--- config.mk ---
export PLATFORM = sky130hd
export DESIGN_NAME = mul_share_ctrl
export DESIGN_NICKNAME = d
export VERILOG_FILES = /design/src/rtl/mul_share_ctrl.sv
export SDC_FILE = /design/constraint.sdc
export NUM_CORES = 1
export LEC_CHECK = 0
export BUFFER_PORTS_ARGS = -buffer_cell sky130_fd_sc_hd__clkbuf_2
export CORE_AREA = 3 3 108 110
export CTS_BUF_LIST = sky130_fd_sc_hd__clkbuf_4 sky130_fd_sc_hd__clkbuf_8 sky130_fd_sc_hd__clkbuf_16
export DETAILED_ROUTE_END_ITERATION = 16
export DIE_AREA = 0 0 111 113
export PLACE_DENSITY = 0.76
export SLEW_MARGIN = 0
export SYNTH_ARGS = -nofsm -noshare
export SYNTH_HDL_FRONTEND = slang
export SYNTH_SLANG_ARGS = --single-unit
--- constraint.sdc ---
create_clock -name clk -period 2.7 [get_ports clk]
set_input_delay 0.405 -clock clk [delete_from_list [all_inputs] [get_ports clk]]
set_output_delay 0.405 -clock clk [all_outputs]
set_load 0.005 [all_outputs]
--- src/rtl/mul_share_ctrl.sv ---
// mul_share_ctrl: round-robin front end that time-shares one serial Q8.8
// shift-add multiplier among NREQ requesters. Operands are held stable for
// the whole multiply, the multiplier is restarted through mul_rst, and the
// result is returned with the owner index over a response channel.
//
// Handshakes: a transfer happens on a rising clk edge where valid and ready
// are both high. The request side offers a one-hot req_ready only in IDLE.
// The response side holds rsp_valid, rsp_data, rsp_id and rsp_err stable
// until rsp_ready is seen. rsp_ready without rsp_valid has no effect.
module mul_share_ctrl #(
    parameter int NREQ    = 4,
    parameter int W       = 16,
    parameter int IDW     = 2,
    parameter int TIMEOUT = 32
) (
    input  logic              clk,
    input  logic              rst,
    input  logic [NREQ-1:0]   req_valid,
    output logic [NREQ-1:0]   req_ready,
    input  logic [NREQ*W-1:0] req_a,
    input  logic [NREQ*W-1:0] req_b,
    output logic [W-1:0]      mul_a,
    output logic [W-1:0]      mul_b,
    output logic              mul_rst,
    input  logic [W-1:0]      mul_out,
    input  logic              mul_stb,
    output logic              rsp_valid,
    input  logic              rsp_ready,
    output logic [W-1:0]      rsp_data,
    output logic [IDW-1:0]    rsp_id,
    output logic              rsp_err,
    output logic              busy,
    output logic              err_sticky,
    output logic [1:0]        state_dbg
);

    localparam int TW = $clog2(TIMEOUT + 1);

    typedef enum logic [1:0] {
        S_IDLE = 2'd0,
        S_RUN  = 2'd1,
        S_RESP = 2'd2
    } state_t;

    state_t         state, state_d;
    logic [IDW-1:0] rr_ptr;
    logic [TW-1:0]  timer;
    logic           sel_found;
    logic [IDW-1:0] sel_idx;
    logic [W-1:0]   sel_a, sel_b;
    logic           accept;
    logic           timeout_hit;

    // Round-robin search starting just after the last granted requester.
    always_comb begin
        int cand;
        sel_found = 1'b0;
        sel_idx   = '0;
        cand      = 0;
        for (int k = 1; k <= NREQ; k++) begin
            cand = (int'(rr_ptr) + k) % NREQ;
            if (!sel_found && req_valid[cand[IDW-1:0]]) begin
                sel_found = 1'b1;
                sel_idx   = cand[IDW-1:0];
            end
        end
    end

    // Operand mux for the selected requester.
    always_comb begin
        sel_a = '0;
        sel_b = '0;
        for (int i = 0; i < NREQ; i++) begin
            if (sel_idx == IDW'(i)) begin
                sel_a = req_a[i*W +: W];
                sel_b = req_b[i*W +: W];
            end
        end
    end

    assign accept      = (state == S_IDLE) && sel_found;
    assign timeout_hit = (timer == TW'(TIMEOUT - 1));

    // One-hot grant, only offered in IDLE and never while reset is held.
    always_comb begin
        req_ready = '0;
        if (accept && rst) begin
            req_ready[sel_idx] = 1'b1;
        end
    end

    // Next-state logic; a strobe wins over a coincident timeout.
    always_comb begin
        state_d = state;
        case (state)
            S_IDLE: if (sel_found) state_d = S_RUN;
            S_RUN:  if (mul_stb || timeout_hit) state_d = S_RESP;
            S_RESP: if (rsp_ready) state_d = S_IDLE;
            default: state_d = S_IDLE;
        endcase
    end

    // State, operand, timer and response registers.
    always_ff @(posedge clk or negedge rst) begin
        if (!rst) begin
            state      <= S_IDLE;
            rr_ptr     <= IDW'(NREQ - 1);
            timer      <= '0;
            mul_a      <= '0;
            mul_b      <= '0;
            mul_rst    <= 1'b1;
            rsp_data   <= '0;
            rsp_id     <= '0;
            rsp_err    <= 1'b0;
            err_sticky <= 1'b0;
        end else begin
            state   <= state_d;
            // Multiplier runs only while we are in RUN.
            mul_rst <= (state_d != S_RUN);
            case (state)
                S_IDLE: begin
                    if (accept) begin
                        mul_a  <= sel_a;
                        mul_b  <= sel_b;
                        rsp_id <= sel_idx;
                        rr_ptr <= sel_idx;
                        timer  <= '0;
                    end
                end
                S_RUN: begin
                    timer <= timer + TW'(1);
                    if (mul_stb) begin
                        rsp_data <= mul_out;
                        rsp_err  <= 1'b0;
                    end else if (timeout_hit) begin
                        rsp_data   <= '0;
                        rsp_err    <= 1'b1;
                        err_sticky <= 1'b1;
                    end
                end
                default: ;
            endcase
        end
    end

    assign rsp_valid = (state == S_RESP);
    assign busy      = (state != S_IDLE);
    assign state_dbg = state;

endmodule

# After elaboration in Yosys (flattened, before gate mapping)
# Index checks and enable logic that the tools add are counted.
[totals] output_inout_bits=61 ff_bits=63 word_cells=86
[op_classes] n_reduce_logical=19 eq_ne=8 bitwise=1 muxes=37 magnitude_cmp=6 add_sub_neg=5
[ops] operator="two-way mux 16 bit" count=10
[ops] operator="less-than comparator 2 x 3 -> 1 bit (second input constant)" count=5
[ops] operator="two-way mux 2 bit" count=7
[ops] operator="case mux 6 bit (2 select lines)" count=1
[ops] operator="two-way mux 1 bit" count=11
[ops] operator="binary-select mux 1 bit (select 2 bit)" count=4
[ops] operator="adder 6 x 1 -> 6 bit (second input constant)" count=1
[ops] operator="== test 2 bit (second input constant)" count=3
[ops] operator="== test 6 x 5 -> 1 bit (second input constant)" count=1
[ops] operator="logical AND 1 bit" count=6
[ops] operator="two-way mux 6 bit" count=1
[ops] operator="case mux 2 bit (3 select lines)" count=1
[ops] operator="AND reduction 2 bit" count=3
[ops] operator="nonzero test 2 bit" count=3
[ops] operator="adder 2 x 1 -> 2 bit (second input constant)" count=2
[ops] operator="adder 2 bit (second input constant)" count=2
[ops] operator="== test 2 x 1 -> 1 bit (second input constant)" count=2
[ops] operator="logical NOT 2 bit" count=2
[ops] operator="two-way mux 4 bit" count=1
[ops] operator="logical NOT 1 bit" count=3
[ops] operator="AND reduction 3 bit" count=1
[ops] operator="demux 1 bit (select 2 bit)" count=1
[ops] operator="greater-or-equal comparator 2 x 1 -> 1 bit (second input constant)" count=1
[ops] operator="!= test 2 x 1 -> 1 bit (second input constant)" count=1
[ops] operator="other kinds (3)" count=3

# Longest topological paths before layout
# Gate-level depths: netlist (run 1).
[logic_depth] word_depth=18 depth_mapped=9 mapped_depth_nobuf=6

# Least setup slack after synthesis (run 1)
# No wires, ideal clock.
[synth_path] path_kind="reg2reg" startpoint="register rr_ptr[1]" endpoint="register mul_a[0]" arrival_time_ns=1.920 required_time_ns=2.574 setup_time_ns=0.126 period_less_slack_ns=2.046 slack_ns=0.654 path_stages_with_launch=9 path_cell_list="dfstp_2 buf_6 mux2i_1 o22ai_1 a21o_1 buf_6 buf_6 mux2_4 a221o_1"
[synth_between] elab_chain_cells=18
[synth_rtl] element="start, declared" line_no="46" text="logic [IDW-1:0] rr_ptr;"
[synth_rtl] element="start signal, assigned" line_no="107" text="rr_ptr <= IDW'(NREQ - 1);"
[synth_rtl] element="start signal, assigned" line_no="126" text="rr_ptr <= sel_idx;"
[synth_rtl] element="adder 2 x 1 -> 2 bit" line_no="61" text="cand = (int'(rr_ptr) + k) % NREQ;"
[synth_rtl] element="binary-select mux 1 bit (select 2 bit)" line_no="62" text="if (!sel_found && req_valid[cand[IDW-1:0]]) begin"
[synth_rtl] element="two-way mux 1 bit (implied by the code)" line_no="62"
[synth_rtl] element="two-way mux 1 bit" line_no="62"
[synth_rtl] element="logical NOT 1 bit" line_no="62"
[synth_rtl] element="logical AND 1 bit" line_no="62"
[synth_rtl] element="two-way mux 1 bit" line_no="62"
[synth_rtl] element="logical NOT 1 bit" line_no="62"
[synth_rtl] element="logical AND 1 bit" line_no="62"
[synth_rtl] element="two-way mux 1 bit" line_no="62"
[synth_rtl] element="logical NOT 1 bit" line_no="62"
[synth_rtl] element="logical AND 1 bit" line_no="62"
[synth_rtl] element="two-way mux 2 bit" line_no="62"
[synth_rtl] element="logical NOT 2 bit" line_no="74" text="if (sel_idx == IDW'(i)) begin"
[synth_rtl] element="two-way mux 16 bit (4 in series)" line_no="74"
[synth_rtl] element="end signal, assigned" line_no="123" text="mul_a <= sel_a;"
[synth_rtl] element="end, declared" line_no="22" text="output logic [W-1:0] mul_a,"
# Parallel ways exist; a longest one is shown, timed or not. The select of a mux whose other input is x is not followed.
# A chain may end at the register's enable or synchronous reset.

# Worst setup path in the final report (run 1)
[layout_path] startpoint="register rr_ptr[1]" endpoint="output port req_ready[3]"
[layout_between] elab_chain_cells=18
[layout_rtl] element="adder 2 x 1 -> 2 bit" line_no="61"
[layout_rtl] element="binary-select mux 1 bit (select 2 bit)" line_no="62"
[layout_rtl] element="two-way mux 1 bit (implied by the code)" line_no="62"
[layout_rtl] element="two-way mux 1 bit" line_no="62"
[layout_rtl] element="logical NOT 1 bit" line_no="62"
[layout_rtl] element="logical AND 1 bit" line_no="62"
[layout_rtl] element="two-way mux 1 bit" line_no="62"
[layout_rtl] element="logical NOT 1 bit" line_no="62"
[layout_rtl] element="[... 2 more ...]"
[layout_rtl] element="logical NOT 1 bit" line_no="62"
[layout_rtl] element="logical AND 1 bit" line_no="62"
[layout_rtl] element="two-way mux 2 bit" line_no="62"
[layout_rtl] element="less-than comparator 2 x 3 -> 1 bit (implied by the code) or greater-or-equal comparator 2 x 1 -> 1 bit (tied branches)" line_no="88" text="req_ready[sel_idx] = 1'b1;"
[layout_rtl] element="logical AND 1 bit (implied by the code)" line_no="88"
[layout_rtl] element="two-way mux 1 bit (implied by the code)" line_no="88"
[layout_rtl] element="demux 1 bit (select 2 bit)" line_no="88"
[layout_rtl] element="two-way mux 4 bit (*)" line_no="87" text="if (accept && rst) begin"
[layout_rtl] element="end, declared" line_no="19" text="output logic [NREQ-1:0] req_ready,"
# Every way passes the cells marked *; elsewhere a longest branch is shown, timed or not. The select of a mux whose other input is x is not followed.

==> flow_summary_export.csv, run 1 <==
group,metric,value,unit
drt,initialDrtViolationCount,154,
sta,hold_viol_final,0,
setup_path,r2r_cells,6,
final_layout,layout_common_cells,"211 x clkbuf_2, 60 x dfrtp_1, 44 x nand3_1, 33 x mux2i_1, 33 x a211oi_1",
final_layout,diodes,0,
logic_synthesis,syn_area,3714,um2
setup_path,path_buf_inv,2,
logic_synthesis,synth_cell_types,39,
global_route,grt_pass1_vias,3807,
power,irDropWorstVdd,0.4410,mV
power,p_leak,2.689,nW
placement,port_buffers,212,
setup_path,reg2reg_slack,0.47,ns
drt,drc,0,
sta,fin_hold_ws,0.2571,ns
final_layout,stdcell_area,5161,um2
setup_path,end_kind,"output port",
drt,wl,11.45,mm
final_layout,layout.nets,721,
placement,hpwl,8.970,mm
clock_network,postCtsHoldBufs,0,
power,p_sw,2.097,mW
clock_network,root_buffer,"clkbuf_8",
logic_synthesis,netlist_instances,361,
logic_synthesis,synth_edf_count,0,
die,dieHeight,113,um
hold_path,min_from,"rsp_ready",
power,clkPwrFrac,17.5,%
drt,vias,3654,
sta,max_slew_margin,26.00,%
logic_synthesis,synthesis.nets,514,
sta,worst_slew_pin_slew,1.103,ns
die,io_pins,213,
drt,first_pass_iters,4,
power,p_int,3.295,mW
setup_path,arrival,2.06,ns
setup_path,crit_path_top_delay_cell,"dfstp_2",
power,power_frac_comb,51.2,%
final_layout,layout-drive-gt1-share,47.99,%
die,die-area,12540,um2
placement,gp_congestion,0.8924,
sta,setup-violations-final,0,
logic_synthesis,ys_top_cells_by_area,"dfrtp_1 40%, mux2i_1 8.9%, mux2_4 7.3%",
sta,finalCriticalPeriod,2.468,ns
power,p_total,5.392,mW
clock_network,cts.path.max_buffers,2,
final_layout,area_delta_synth_final,38.98,%
placement,place_area,4932,um2
power,swShare,38.89,%
sta,clock.fmax,405.2,MHz
clock_network,insertion_delay,0.34,ns
die,fp.coreArea,10790,um2
global_route,grt_max_degree,64,
drt,vias_per_cell,5.125,
sta,min_period_over_period,91.40,%
setup_path,cp.required,2.30,ns
global_route,grt_pass1_wl,18.53,mm
logic_synthesis,ys.flop_type,"dfrtp_1",
run,drv_cap,0,
drt,wl_per_cell,16.05,um
clock_network,h-tree-depth,3,
sta,maxSlewViolCount,0,
die,start_util,34.41,%
setup_path,crit_chain,"nor2b_1 -> o21ai_1 -> a21o_4 -> buf_12 -> nor2b_1 -> clkbuf_2",
logic_synthesis,yosysWarnings,0,
global_route,grt_usage,18.13,%
setup_path,crit_top_cell,"nor2b_1",
drt,ant_nets,0,
setup_path,critPathTopFamily,"flip-flops",
hold_path,holdPathEnd,"state_dbg[1]",
logic_synthesis,async_flop_share,100.0,%
setup_path,cp-start-kind,"register",
logic_synthesis,synth_seq_area_share,42.55,%
logic_synthesis,ys_seq_elements,63,
clock_network,clock-sinks,63,
clock_network,cts_tree,"yes",
setup_path,regToRegEndpoint,"mul_b[0]",
setup_path,r2r-start,"rr_ptr[1]",
global_route,antenna_found_initial,0,
sta,finClkSkew,0.007338,ns
die,die_w,111,um
setup_path,slowest_delay,0.62,ns
final_layout,layout_commonest_cell,"clkbuf_2",
hold_path,hold_class,"input port to register",
setup_path,critPathLaunch,"rr_ptr[1]",
global_route,overflow,0,
sta,fin_setup_tns,0,ns
clock_network,clkTransAtPathRegs,0.07,ns
hold_path,whs_path_depth,2,
setup_path,worst-setup-path-type,"register to output port",
power,power.density,1045,nW/um2
logic_synthesis,yosysTopAreaCellShare,40.43,%
logic_synthesis,yosys.area.top_type,"dfrtp_1",
clock_network,cts_setup_buffers,0,
sta,rsz0062_at_grt,"no",
outcome,outcome,"finished, final reports clean",
setup_path,critPathMaxFanout,28,
power,power_frac_seq,31.3,%
logic_synthesis,syn_avg_cell_area,10.29,um2
die,row_count,38,
clock_network,cts_buffers,9,
clock_network,post_cts_resized,0,
## through the flow
step / cells / utilization [%] / setup WS (ns)
after floorplan: 361 / - / 0.6535
after global placement: 697 / 45.70 / 0.4176
after detailed placement: 697 / 45.70 / 0.3712
final: 713 / 47.82 / 0.2321
after CTS: 713 / 47.82 / 0.2024
after global routing: 713 / 47.82 / 0.07207
## flip-flops by register name, summed over array words and instances (netlist names)
name,flops
mul_a,16
mul_b,16
rsp_data,16
timer,6
rr_ptr,2
rsp_id,2
state_dbg,2
err_sticky,1
mul_rst,1
rsp_err,1
## cell usage after synthesis (all sizes together), types with 2 or more instances
library cell,instances
a211oi,33
a21o,3
a221o,21
a22o,16
a31oi,2
and2,2
buf,17
clkbuf,17
dfrtp,60
dfstp,3
inv,16
mux2,21
mux2i,33
nand2,15
nand2b,4
nand3,44
nand3b,2
nor2,23
nor2b,4
o21a,2
o21ai,12
## metal layers
metal | track usage, % | up-vias | wire length (um)
met4 | 7.389 | 0 | 277
met3 | 4.599 | 24 | 838
met5 | 0 | - | 0
met2 | 31.43 | 167 | 5698
met1 | 21.55 | 1704 | 4633
li1 | - | 1759 | -
## layout make-up
cell class              instances  area (um2)
clock buffers                  10       137.6
multi-input cells             248        1896
well taps                     140       175.2
flip-flops and latches         63        1580
clock inverters                 6       91.34
fillers                      1018        5632
inverters                      16       60.06
repair buffers                230        1221
## worst max-delay path by stage
| stage | cells after the start | to | slack [ns] |
|---|---|---|---|
| final | 6 | req_ready[3] | 0.23 |
| after global routing | 6 | req_ready[3] | 0.07 |
| after floorplan | 8 | mul_a[0] | 0.65 |
| after detailed placement | 7 | mul_b[12] | 0.37 |
| after global placement | 7 | mul_a[3] | 0.42 |
| after CTS | 6 | req_ready[3] | 0.20 |
## power by group through the flow
stage	clock [mW]	sequential [mW]	combinational, mW
2_1_floorplan	0	1.67	1.81
3_3_place_gp	0	1.69	2.73
3_5_place_dp	0	1.70	2.80
4_1_cts	0.980	1.69	2.80
5_1_grt	1.01	1.74	3.04
6_report	0.944	1.69	2.76
## cell families after synthesis
kind of cell / synth area share [%]
AND/OR/NAND/NOR: 12.87
multiplexers: 17.08
XOR/XNOR: 0.2359
AO/OA/AOI/OAI: 19.98
flip-flops: 42.55
adder cells (fa/ha/maj): 0.3369
buffers and inverters: 6.941
Power figures use the tool's default switching activity.
==> inputs of run 2 (changes only) <==
Settings changed: CORE_AREA 3 3 108 110 to 3 3 128 93, CTS_CLUSTER_DIAMETER from default to 120, DIE_AREA 0 0 111 113 to 0 0 131 96.
==> run 2 against run 1 <==
Total power is 5.3% higher. Global-route usage fell by 0.25 points. Register-to-register slack lost 0.02 ns. Non-clock buffer count fell by 6. Fmax decreased by 1.5%. First-iteration DRC count fell by 9.7%. Combinational power hardly changed.
==> flow_summary_export.csv, run 2 (synthesized netlist as in run 1, its figures left out) <==
group,metric,value,unit
clock_network,clock-sinks,63,
die,row_count,32,
drt,initialDrtViolationCount,139,
clock_network,cts.path.max_buffers,2,
sta,clock.fmax,399.3,MHz
sta,setup-violations-final,0,
die,dieHeight,96,um
setup_path,critPathMaxFanout,27,
die,io_pins,213,
final_layout,layout_common_cells,"211 x clkbuf_2, 60 x dfrtp_1, 44 x nand3_1, 33 x mux2i_1, 33 x a211oi_1",
setup_path,cp-start-kind,"register",
global_route,grt_max_degree,64,
die,die-area,12580,um2
clock_network,cts_setup_buffers,0,
setup_path,cp.required,2.30,ns
clock_network,cts_tree,"yes",
outcome,outcome,"finished, final reports clean",
final_layout,post-route-util,48.25,%
sta,worst_slew_pin_slew,1.118,ns
final_layout,multi_input_area,1896,um2
die,die_w,131,um
global_route,grt_usage,17.88,%
drt,ant_nets,0,
die,fp.coreArea,10850,um2
global_route,antenna_found_initial,0,
clock_network,root_buffer,"clkbuf_16",
placement,gp_congestion,0.8390,
drt,wl_per_cell,15.98,um
clock_network,cts_buffers,9,
clock_network,postCtsHoldBufs,0,
final_layout,seqCellArea,1580,um2
setup_path,cp.depth,6,
drt,vias_per_cell,5.129,
power,irDropWorstVdd,0.5125,mV
run,drv_cap,0,
sta,finalCriticalPeriod,2.505,ns
sta,finClkSkew,0.004282,ns
setup_path,worst-setup-path-type,"register to output port",
final_layout,layout.nets,715,
die,start_util,34.23,%
final_layout,reg_top3,"mul_a x16, mul_b x16, rsp_data x16",
setup_path,r2r_cells,7,
hold_path,min_from,"rsp_ready",
setup_path,critPathLaunch,"rr_ptr[1]",
global_route,grt_pass1_wl,17.56,mm
placement,hpwl,8.773,mm
global_route,grt_pass1_vias,3576,
placement,port_buffers,212,
global_route,overflow,0,
clock_network,post_cts_resized,0,
setup_path,end_kind,"output port",
final_layout,diodes,0,
sta,maxSlewViolCount,0,
sta,min_period_over_period,92.76,%
setup_path,arrival,2.10,ns
hold_path,hold_class,"input port to register",
final_layout,fillCellCount,1019,
final_layout,area_delta_synth_final,40.97,%
clock_network,insertion_delay,0.33,ns
final_layout,layout-drive-gt1-share,47.44,%
final_layout,layout_commonest_cell,"clkbuf_2",
setup_path,slowest_delay,0.61,ns
sta,rsz0062_at_grt,"no",
power,power.density,1085,nW/um2
setup_path,crit_path_top_delay_cell,"dfstp_2",
clock_network,clkTransAtPathRegs,0.06,ns
placement,numPlacedInstances,704,
clock_network,h-tree-depth,3,
final_layout,final_cells,720,
setup_path,path_buf_inv,2,
hold_path,whs_path_depth,2,
setup_path,crit_chain,"nor2b_1 -> o21ai_1 -> a21o_4 -> buf_4 -> nor2b_1 -> clkbuf_2",
power,p_leak,2.697,nW
drt,vias,3693,
drt,wl,11.51,mm
sta,fin_hold_ws,0.2708,ns
drt,drc,0,
sta,fin_setup_tns,0,ns
setup_path,r2r-start,"rr_ptr[1]",
setup_path,critPathTopFamily,"flip-flops",
setup_path,crit_top_cell,"nor2b_1",
drt,first_pass_iters,4,
sta,hold_viol_final,0,
sta,max_slew_margin,24.99,%
[run 2: changes by cell type in the layout (fill, tap and decap cells not counted)]
cell        previous run  this run
buf_4                 16        10
clkbuf_16              0         9
clkbuf_8              10         1
clkinv_2               1         0
clkinvlp_4             0         2
inv_6                  2         1
[run 2: final timing paths]
kind | end | slack (ns)
min reg2reg | err_sticky | 0.46
max | req_ready[3] | 0.20
min | state_dbg[1] | 0.27
min in group asynchronous | mul_a[13] | 0.32
max reg2reg | mul_b[3] | 0.45
max in group asynchronous | mul_b[0] | 1.86
[run 2: final cells by class]
cell class | instances | area share [%]
clock inverter | 6 | 1.769
clock buffer | 10 | 4.565
sequential | 63 | 30.19
multi-input combinational | 248 | 36.21
inverter | 16 | 1.147
tap | 153 | 3.657
timing repair buffer | 224 | 22.47
[run 2: per-layer routing]
metal  track usage [%]  up-vias  wire (um)
met5                 0        -          0
met4             5.908        0        201
met3             5.713       15        825
met2             28.63      159       5461
met1             22.95     1770       5017
li1                  -     1749          -
[run 2: power by group]
part / leakage, nW / internal [mW] / switching, mW
registers: 0.768 / 1.40 / 0.284
logic: 1.77 / 1.30 / 1.43
clock network: 0.155 / 0.837 / 0.432
[run 2: through the flow]
| stage | worst slack, ns | cell area [um2] | power [mW] |
|---|---|---|---|
| 6_report | 0.1954 | 5235 | 5.680 |
| 3_3_place_gp | 0.4681 | 4903 | 4.336 |
| 2_1_floorplan | 0.6535 | 3714 | 3.474 |
| 4_1_cts | 0.1827 | 5235 | 5.746 |
| 3_5_place_dp | 0.4239 | 4903 | 4.444 |
| 5_1_grt | 0.07845 | 5235 | 6.099 |
[run 2: worst register-to-register path, delay by kind of cell, from the launching register on]
family / cells / cell delay [ns]
AOI/OAI and AO/OA: 3 / 0.47
buffers and inverters: 2 / 0.72
DFF: 1 / 0.61
muxes: 1 / 0.24
and+or+nand+nor: 1 / 0.08
==> inputs of run 3 (changes only) <==
Settings changed: CTS_CLUSTER_DIAMETER 120 to default.
Clock period 2.7 ns to 2.9 ns, I/O delays scaled along.
==> run 3 against run 2 <==
Largest power group unchanged. Clock skew increased by 0.0030 ns. Largest cell class unchanged. Flip-flop and latch count unchanged. Die area unchanged.
==> flow_summary_export.csv, run 3 (synthesized netlist as in run 1, its figures left out) <==
group,metric,value,unit
drt,dr_wl_met2,5.447,mm
power,p_sw,1.971,mW
clock_network,cts_setup_buffers,0,
final_layout,reg_top3,"mul_a x16, mul_b x16, rsp_data x16",
power,swShare,37.45,%
clock_network,h-tree-depth,3,
clock_network,post_cts_resized,0,
global_route,antenna_found_initial,0,
die,start_util,34.23,%
setup_path,arrival,2.07,ns
final_layout,layout.nets,717,
drt,wl,11.38,mm
clock_network,cts_buffers,9,
final_layout,layout_common_cells,"211 x clkbuf_2, 60 x dfrtp_1, 44 x nand3_1, 33 x mux2i_1, 33 x a211oi_1",
clock_network,cts_tree,"yes",
die,fp.coreArea,10850,um2
sta,setup-violations-final,0,
setup_path,crit_chain,"mux2i_1 -> o22ai_1 -> a21o_4 -> buf_12 -> nor2b_1 -> clkbuf_2",
drt,routed.top_layer,"met4",
die,row_count,32,
final_layout,layout_commonest_cell,"clkbuf_2",
hold_path,hold_class,"input port to register",
power,irDropWorstVdd,0.3599,mV
power,p_total,5.264,mW
clock_network,cts.path.max_buffers,2,
drt,ant_nets,0,
die,die-area,12580,um2
clock_network,insertion_delay,0.32,ns
power,p_leak,2.707,nW
setup_path,r2r-start,"rr_ptr[1]",
drt,vias,3664,
power,power_frac_seq,29.9,%
global_route,grt_pass1_vias,3633,
hold_path,holdPathEnd,"state_dbg[1]",
placement,gp_congestion,0.8162,
sta,fin_setup_tns,0,ns
sta,worst_slew_pin_slew,1.198,ns
sta,fin_hold_ws,0.3010,ns
sta,rsz0062_at_grt,"no",
sta,fin_ws,0.3909,ns
die,io_pins,213,
sta,min_period_over_period,86.52,%
setup_path,cp.required,2.47,ns
outcome,outcome,"finished, final reports clean",
setup_path,regToRegEndpoint,"mul_b[7]",
final_layout,post-route-util,48.24,%
clock_network,root_buffer,"clkbuf_16",
clock_network,clkTransAtPathRegs,0.05,ns
die,die_w,131,um
setup_path,path_buf_inv,2,
sta,finalCriticalPeriod,2.509,ns
drt,drc,0,
drt,wl_per_cell,15.75,um
hold_path,min_from,"rsp_ready",
setup_path,end_kind,"output port",
global_route,grt_pass1_wl,17.27,mm
clock_network,postCtsHoldBufs,0,
final_layout,fillCellCount,1001,
setup_path,r2r_cells,6,
power,power_frac_comb,48.1,%
drt,initialDrtViolationCount,144,
final_layout,stdcell_area,5234,um2
setup_path,reg2reg_slack,0.62,ns
run,drv_cap,0,
final_layout,diodes,0,
drt,first_pass_iters,5,
drt,wl_met1,4.901,mm
placement,hpwl,8.795,mm
placement,port_buffers,212,
die,dieHeight,96,um
power,power.density,1006,nW/um2
power,clkPwrFrac,22.0,%
clock_network,clock-sinks,63,
placement,numPlacedInstances,706,
global_route,overflow,0,
drt,routed-wl-met3,863,um
drt,vias_per_cell,5.075,
setup_path,slowest_delay,0.61,ns
hold_path,whs_path_depth,2,
placement,place_area,4906,um2
final_layout,final_cells,722,
final_layout,layout-drive-gt1-share,47.63,%
global_route,grt_usage,17.52,%
setup_path,worst-setup-path-type,"register to output port",
setup_path,crit_path_top_delay_cell,"dfstp_2",
sta,maxSlewViolCount,0,
final_layout,area_delta_synth_final,40.94,%
global_route,grt_max_degree,64,
setup_path,cp-start-kind,"register",
power,p_int,3.293,mW
sta,finClkSkew,0.007269,ns
setup_path,critPathMaxFanout,24,
setup_path,critPathTopFamily,"flip-flops",
sta,clock.fmax,398.6,MHz
sta,hold_viol_final,0,
placement,dpl_worst_slack,0.5128,ns
sta,max_slew_margin,19.60,%
## run 3: cell count changes in the layout (fill, tap and decap cells not counted)
cell        before  now
buf_4           10   13
buf_12           2    1
clkbuf_4         0    1
clkinv_2         0    1
clkinvlp_4       2    1
inv_6            1    0
## run 3: how the worst max path moves through the flow
stage	start	endpoint	slack, ns	depth (start not counted)
CTS	state_dbg[1]	req_ready[2]	0.34	5
global placement	req_valid[1]	req_ready[0]	0.60	6
global route	state_dbg[1]	req_ready[2]	0.18	5
floorplan	rr_ptr[1]	req_ready[3]	0.83	6
finish	rr_ptr[1]	req_ready[3]	0.39	6
detailed placement	req_valid[1]	mul_a[9]	0.51	7
## run 3: power groups by stage
stage | clock network [mW] | logic (mW) | registers, mW
2_1_floorplan | 0 | 1.68 | 1.55
3_3_place_gp | 0 | 2.46 | 1.57
3_5_place_dp | 0 | 2.57 | 1.57
4_1_cts | 1.19 | 2.56 | 1.57
5_1_grt | 1.23 | 2.80 | 1.62
6_report | 1.16 | 2.53 | 1.57
## run 3: layout make-up
class / count / area [um2] / area share [%]
Tap cell: 153 / 191.4 / 3.658
Multi-Input combinational cell: 248 / 1896 / 36.22
Clock buffer: 11 / 246.5 / 4.710
Inverter: 16 / 60.06 / 1.148
Timing Repair Buffer: 226 / 1179 / 22.52
Sequential cell: 63 / 1580 / 30.19
Clock inverter: 5 / 81.33 / 1.554
## run 3: metal layers
layer / GRT usage [%] / vias to the layer above
met5: 0 / -
met4: 5.908 / 0
met3: 5.269 / 16
met2: 28.59 / 166
met1: 22.20 / 1726
li1: - / 1756
